--- src/rtl/digit_serial_alu.sv ---
// digit_serial_alu: digit-serial adder/subtractor.
// Operands are consumed DIGIT bits per clock, least significant digit first,
// through one DIGIT-bit ripple slice and a carry flop. The result and flags
// are registered on completion and held until the next completion.
//
// state  | meaning
// -------+--------------------------------------------------------------
// S_IDLE | waiting for start, ready=1
// S_RUN  | processing digits, counter runs 0..N-1, ready=0
// S_DONE | result registers just updated, done=1, ready=1 (can restart)
module digit_serial_alu #(
    parameter int WIDTH = 32,
    parameter int DIGIT = 4
) (
    input  logic             clk,
    input  logic             rst_n,
    input  logic             start,
    input  logic             sub,
    input  logic             ci,
    input  logic [WIDTH-1:0] a,
    input  logic [WIDTH-1:0] b,
    output logic             ready,
    output logic             done,
    output logic [WIDTH-1:0] y,
    output logic             co,
    output logic             v,
    output logic             eq,
    output logic             ltu,
    output logic             lts
);

    localparam int N  = WIDTH / DIGIT;
    localparam int CW = (N > 1) ? $clog2(N) : 1;
    localparam logic [CW-1:0] LAST = CW'(N - 1);

    generate
        if (!(DIGIT == 1 || DIGIT == 2 || DIGIT == 4) || WIDTH < DIGIT || (WIDTH % DIGIT) != 0) begin : g_bad_params
            $error("digit_serial_alu: DIGIT must be 1, 2 or 4 and WIDTH a nonzero multiple of DIGIT");
        end
    endgenerate

    typedef enum logic [1:0] {
        S_IDLE = 2'd0,
        S_RUN  = 2'd1,
        S_DONE = 2'd2
    } state_t;

    state_t           state;
    state_t           state_next;
    logic [CW-1:0]    cnt;
    logic [WIDTH-1:0] opa;
    logic [WIDTH-1:0] opb;
    logic [WIDTH-1:0] acc;
    logic [WIDTH-1:0] acc_next;
    logic             carry;
    logic             zacc;
    logic             zero_next;
    logic             accept;
    logic             last_digit;

    logic [DIGIT:0]   slice;
    logic [DIGIT-1:0] sum_d;
    logic             cout;
    logic             cin_msb;

    assign accept     = start & ready;
    assign last_digit = (cnt == LAST);

    // One DIGIT-bit ripple slice; the carry into its top bit is recovered
    // from the sum bit so no separate partial adder is needed for V.
    assign slice     = {1'b0, opa[DIGIT-1:0]} + {1'b0, opb[DIGIT-1:0]} + {{DIGIT{1'b0}}, carry};
    assign sum_d     = slice[DIGIT-1:0];
    assign cout      = slice[DIGIT];
    assign cin_msb   = sum_d[DIGIT-1] ^ opa[DIGIT-1] ^ opb[DIGIT-1];
    assign zero_next = zacc | (|sum_d);

    generate
        if (WIDTH > DIGIT) begin : g_shift
            assign acc_next = {sum_d, acc[WIDTH-1:DIGIT]};
        end else begin : g_single
            assign acc_next = sum_d;
        end
    endgenerate

    // State register
    always_ff @(posedge clk or negedge rst_n) begin
        if (!rst_n) begin
            state <= S_IDLE;
        end else begin
            state <= state_next;
        end
    end

    // Next-state decode
    always_comb begin
        state_next = state;
        case (state)
            S_IDLE:  if (start) state_next = S_RUN;
            S_RUN:   if (last_digit) state_next = S_DONE;
            S_DONE:  state_next = start ? S_RUN : S_IDLE;
            default: state_next = S_IDLE;
        endcase
    end

    // Handshake outputs decoded from the registered state only
    always_comb begin
        ready = 1'b1;
        done  = 1'b0;
        case (state)
            S_RUN:   ready = 1'b0;
            S_DONE:  done  = 1'b1;
            default: ;
        endcase
    end

    // Operand shift registers, carry flop, working register and digit counter
    always_ff @(posedge clk or negedge rst_n) begin
        if (!rst_n) begin
            opa   <= '0;
            opb   <= '0;
            acc   <= '0;
            carry <= 1'b0;
            zacc  <= 1'b0;
            cnt   <= '0;
        end else if (accept) begin
            opa   <= a;
            opb   <= b ^ {WIDTH{sub}};
            carry <= ci ^ sub;
            zacc  <= 1'b0;
            cnt   <= '0;
        end else if (state == S_RUN) begin
            opa   <= opa >> DIGIT;
            opb   <= opb >> DIGIT;
            acc   <= acc_next;
            carry <= cout;
            zacc  <= zero_next;
            cnt   <= cnt + CW'(1);
        end
    end

    // Result registers load on the edge that processes the last digit
    always_ff @(posedge clk or negedge rst_n) begin
        if (!rst_n) begin
            y  <= '0;
            co <= 1'b0;
            v  <= 1'b0;
            eq <= 1'b0;
        end else if (state == S_RUN && last_digit) begin
            y  <= acc_next;
            co <= cout;
            v  <= cin_msb ^ cout;
            eq <= ~zero_next;
        end
    end

    assign ltu = ~co;
    assign lts = y[WIDTH-1] ^ v;

endmodule

--- config.mk ---
export PLATFORM = sky130hd
export DESIGN_NAME = digit_serial_alu
export DESIGN_NICKNAME = d
export VERILOG_FILES = /design/src/rtl/digit_serial_alu.sv
export SDC_FILE = /design/constraint.sdc
export NUM_CORES = 1
export LEC_CHECK = 0
export BUFFER_PORTS_ARGS = -buffer_cell sky130_fd_sc_hd__buf_2
export CORE_ASPECT_RATIO = 1.5
export CORE_MARGIN = 2
export CORE_UTILIZATION = 60
export CTS_CLUSTER_SIZE = 16
export DETAILED_ROUTE_END_ITERATION = 12
export GPL_TIMING_DRIVEN = 1
export MAX_ROUTING_LAYER = met4
export PLACE_DENSITY = 0.85
export SLEW_MARGIN = 15
export SYNTH_ARGS = -nofsm -noshare
export SYNTH_HDL_FRONTEND = slang
export SYNTH_SLANG_ARGS = --single-unit
export TNS_END_PERCENT = 30
--- constraint.sdc ---
create_clock -name clk -period 4.01 [get_ports clk]
set_input_delay 0.2005 -clock clk [delete_from_list [all_inputs] [get_ports clk]]
set_output_delay 0.2005 -clock clk [all_outputs]
set_load 0.02 [all_outputs]
; After elaboration in Yosys (flattened, before gate mapping)
; Cells that the tools add are included.
[totals]
out_inout_bits = 39
word_cells = 52
reg_bits = 138
[classes]
n_mux = 16
n_eq_ne = 5
n_reduce_logical = 6
n_addsub = 3
bitwise = 11
[ops]
columns = cell, count
row1 = 32-bit two-way mux, 4
row2 = 32-bit bitwise XOR, 1
row3 = 1-bit two-way mux, 7
row4 = 3-bit two-way mux, 2
row5 = 2-bit case mux with 3 select lines, 1
row6 = 4-bit by 4-bit adder with 5-bit output, 1
row7 = 5-bit by 1-bit adder with 5-bit output, 1
row8 = 1-bit bitwise XOR, 5
row9 = 2-bit two-way mux, 2
row10 = "2-bit != test, second input constant", 2
row11 = 2-bit AND reduction, 2
row12 = 4-bit OR reduction, 1
row13 = "3-bit by 1-bit adder with 3-bit output, second input constant", 1
row14 = "3-bit == test, second input constant", 1
row15 = 1-bit NOT, 3
row16 = "2-bit by 1-bit == test with 1-bit output, second input constant", 1
row17 = "2-bit == test, second input constant", 1
row18 = 2-bit zero test, 1
row19 = 2-bit nonzero test, 1
row20 = 1-bit bitwise AND, 1
row21 = 1-bit logical AND, 1
row22 = 1-bit bitwise OR, 1

; Logic depth before layout (Yosys ltp)
[logic_depth]
word_depth = 6
mapped_depth = 7
mapped_depth_nobuf = 6

; Worst setup path before layout
; OpenSTA, ideal clock, no wires.
[synth_timing]
path_kind = register to register
from = reg opa[0]
to = reg v
path_slack_ns = 1.914
arrival_time_ns = 2.000
required_ns = 3.915
synth_period_minus_slack_ns = 2.096
path_stages_with_launch = 7
setup_ns = 0.095
path_buffers = 0
cell_sequence = dfrtp_1 fa_1 fa_1 a21o_2 a211oi_1 a211oi_1 o31ai_1
[synth_between]
elab_chain_cells = 5
[synth_rtl]
columns = item, line_no
row1 = "start, declared", 51  ; logic [WIDTH-1:0] opa;
row2 = "start signal, assigned", 132  ; opa <= opa >> DIGIT;
row3 = 4-bit by 4-bit adder with 5-bit output *, 71  ; assign slice = {1'b0, opa[DIGIT-1:0]} + {1'b0, opb[DIGIT-1:0]} + {{DIGIT{1'b0}}, carry};
row4 = 5-bit by 1-bit adder with 5-bit output *, 71
row5 = 1-bit bitwise XOR (2 in series), 74  ; assign cin_msb = sum_d[DIGIT-1] ^ opa[DIGIT-1] ^ opb[DIGIT-1];
row6 = 1-bit bitwise XOR *, 151  ; v <= cin_msb ^ cout;
row7 = "end signal, assigned", 151
row8 = "end, declared", 26  ; output logic v,
; Mark *: on every way between the ends. The rest lies on a longest branch, timed or not.
; A chain may end at the register's enable or synchronous reset.

; Worst setup path in the final report
[layout_timing]
from = reg state[0]
to = out ready
[layout_between]
elab_chain_cells = 2
[layout_rtl]
columns = item, line_no
row1 = "start, declared", 48  ; state_t state;
row2 = "start signal, assigned", 90  ; state <= state_next;
row3 = 2-bit by 1-bit == test with 1-bit output, 109  ; case (state)
row4 = 1-bit two-way mux, 109
row5 = "end, declared", 22  ; output logic ready,
; No other way between the ends.

==> impl_metrics.py <==
metrics = {
    "clocking": {
        "numCtsBuffers": 17,
        "cts_tree": "done",
        "cts.clk_slew.worst_paths_ps": 60,
        "clk_path_buf_depth": 2,
        "clock_latency_ps": 410,
        "post_cts_resized": 0,
        "cts.sinks": 134,
        "cts-root-buf": "clkbuf_16",
        "cts_max_level": 4,
    },
    "timing": {
        "fin_crit_sh_pct": 64.4,
        "slew-limit-headroom_pct": 26.7,
        "min_period_ps": 2580,
        "tightest_slew_ps": 1100,
        "hold_violations": 0,
        "finalClockSkew_ps": 8.04,
        "slew_viol_final": 0,
        "setup_violations": 0,
        "timing.fmax_mhz": 387,
        "rsz0062_at_grt": "no",
        "finalSetupTns_ps": 0,
    },
    "critical_path": {
        "crit_fanout": 38,
        "regToRegSetupSlack_ps": 1690,
        "cp.arrival_ps": 2380,
        "crit_path_end_kind": "primary output",
        "crit_path_cell_trace": "nor2b_4, inv_1, buf_2",
        "crit_required_ps": 3810,
        "r2r-end": "eq",
        "r2r_start": "state[0]",
        "slowest_delay_ps": 660,
        "reg2reg_depth": 4,
        "path_class": "reg2out",
        "cp-start-kind": "register",
        "slowest_stage": "inv_1",
    },
    "die": {
        "die_x_um": 85.7,
        "ios": 108,
        "floorplan.die_area_um2": 10800,
        "die_y_um": 127,
        "initial_core_util_pct": 62.0,
        "placementRows": 44,
        "coreArea_um2": 9690,
    },
    "logic_synthesis": {
        "yosysSeqAreaShare_pct": 55.8,
        "ys_types": 33,
        "syn_area_um2": 6010,
        "synthesis.nets": 663,
        "synth_seq_cells": 134,
        "yosys-top-cells-area": "dfrtp_1 56%, nand2_1 9.2%, o21ai_0 5.5%, mux2_2 5.4%, mux2i_1 5.3%",
        "netlist.area_leader.share_pct": 55.8,
        "synth.avg_cell_area_um2": 10.2,
        "synth_cells": 587,
        "yosysWarnings": 0,
        "yosys.area.top_type": "dfrtp_1",
    },
    "power": {
        "intPower_mw": 3.60,
        "p_clk_share_pct": 27.0,
        "power.leakage_nw": 3.60,
        "seqPwrFrac_pct": 40.7,
        "switching_power_mw": 2.03,
        "peakVddDrop_uv": 574,
        "p_comb_share_pct": 32.4,
        "pwr_density_cell_nw_per_um2": 790,
        "total_power_mw": 5.63,
        "sw_frac_of_total_pct": 36.0,
    },
    "finish": {
        "fin_util_pct": 73.5,
        "n_antenna_cell": 0,
        "final_common_cell": "nand2_1",
        "final_net_count": 754,
        "regArea_um2": 3350,
        "final_cells": 805,
        "area_growth_pct": 18.5,
        "design_area_um2": 7120,
        "fillers": 691,
        "mostFrequentLayoutCells": "147 x nand2_1, 134 x dfrtp_1, 106 x buf_2",
        "multi_input_area_um2": 2440,
        "drive_gt1_share_pct": 25.5,
    },
    "global_routing": {
        "grt_pass1_wl_um": 20600,
        "grt_remaining_overflow": 0,
        "grt_pass1_vias": 4417,
        "antenna_found_initial": 0,
        "grt_max_degree": 127,
        "track_usage_pct": 25.1,
    },
    "run_status": {
        "status": "completed",
    },
    "min_path": {
        "hold_path_depth": 3,
        "hold_class": "in2reg",
        "worstHoldStart": "a[29]",
        "whs_endpoint": "opa[29]",
    },
    "drt": {
        "routed_wl_um": 12000,
        "drtIter0Drc": 300,
        "num_vias": 4367,
        "first_pass_iters": 6,
        "post-route-drc-count": 0,
        "post_drt_wl_per_cell_um": 14.9,
        "via_per_inst": 5.42,
        "antenna_left": 0,
    },
    "placed_design": {
        "place_congestion": 0.828,
        "post-dp-hpwl_um": 7920,
        "io_buffers": 107,
        "dp.cells": 773,
        "place_area_um2": 6520,
    },
    "job": {
        "drv_cap": 0,
    },
}
==> routing by layer <==
metal  vias to the layer above  GRT usage (%)  share of wire (%)
met2                       114           42.3                 54
met5                         -              -                  0
met4                         0           8.96                2.2
met3                        17           6.44                4.2
li1                       2130              -                  -
met1                      2106           29.0                 39
==> registers in the layout, summed over array words and instances (netlist names) <==
register,flops
acc,28
carry,1
cnt,3
co,1
eq,1
opa,32
opb,32
state,2
v,1
y,32
zacc,1
==> area by class of cell <==
| cell class | instances | area share [%] |
|---|---|---|
| tap | 115 | 2.02 |
| timing repair buffer | 112 | 8.18 |
| multi-input combinational | 409 | 34.2 |
| clock buffer | 23 | 6.86 |
| inverter | 4 | 0.211 |
| clock inverter | 8 | 1.37 |
| sequential | 134 | 47.1 |
==> worst max-delay path by stage <==
stage,end,startpoint
floorplan,v,opa[0]
global placement,v,opa[0]
detailed placement,eq,state[0]
CTS,ready,state[0]
global route,ready,state[0]
finish,ready,state[0]
==> synth_stat cells, drive strengths merged <==
library cell and number:
inv 3, o211ai 1, or3 1, o211a 1, a211oi 6, nor2b 2
o22ai 1, o31ai 1, clkinv 1, nand2 148, and3 1, buf 28
a21boi 1, fa 2, dfrtp 134, xor2 1, clkbuf 12, a21o 2
a21oi 31, xnor2 35, mux2i 32, nand3 3, nor3 1, mux2 31
nor2 36, o21ai 67, ha 5
==> power by group through the flow <==
stage          clock, mW  sequential [mW]  combinational, mW
6_report            1.52             2.29               1.82
5_1_grt             1.60             2.36               2.06
4_1_cts             1.54             2.29               1.84
3_5_place_dp           0             2.31               1.81
3_3_place_gp           0             2.27               1.72
2_1_floorplan          0             2.40               1.18
==> logic make-up after synthesis <==
group | Yosys count | share of synthesized area, %
adder cells (fa/ha/maj) | 7 | 1.71
multiplexers | 63 | 11.3
flip-flops | 134 | 55.8
AO/OA/AOI/OAI | 111 | 9.85
AND/OR/NAND/NOR | 192 | 12.4
XOR/XNOR | 36 | 5.25
buffers and inverters | 44 | 3.71
==> critical path: cells and delay by family (launching register included) <==
family	cells	cell delay, ps
AND/OR/NAND/NOR	1	540
flip-flops	1	390
buffers and inverters	2	1030
==> stage by stage <==
stage / hold WS (ps) / setup slack [ps]
2_1_floorplan: -95.1 / 1910
3_3_place_gp: 341 / 1830
3_5_place_dp: 347 / 1700
4_1_cts: 21.8 / 1440
5_1_grt: 59.0 / 1260
6_report: 37.2 / 1430
==> timing repair <==
action	CTS	global route
buffers inserted	0	0
endpoints found under the hold margin	94	0
hold buffers	1	0
No activity file was read; power rests on OpenSTA's default activity.
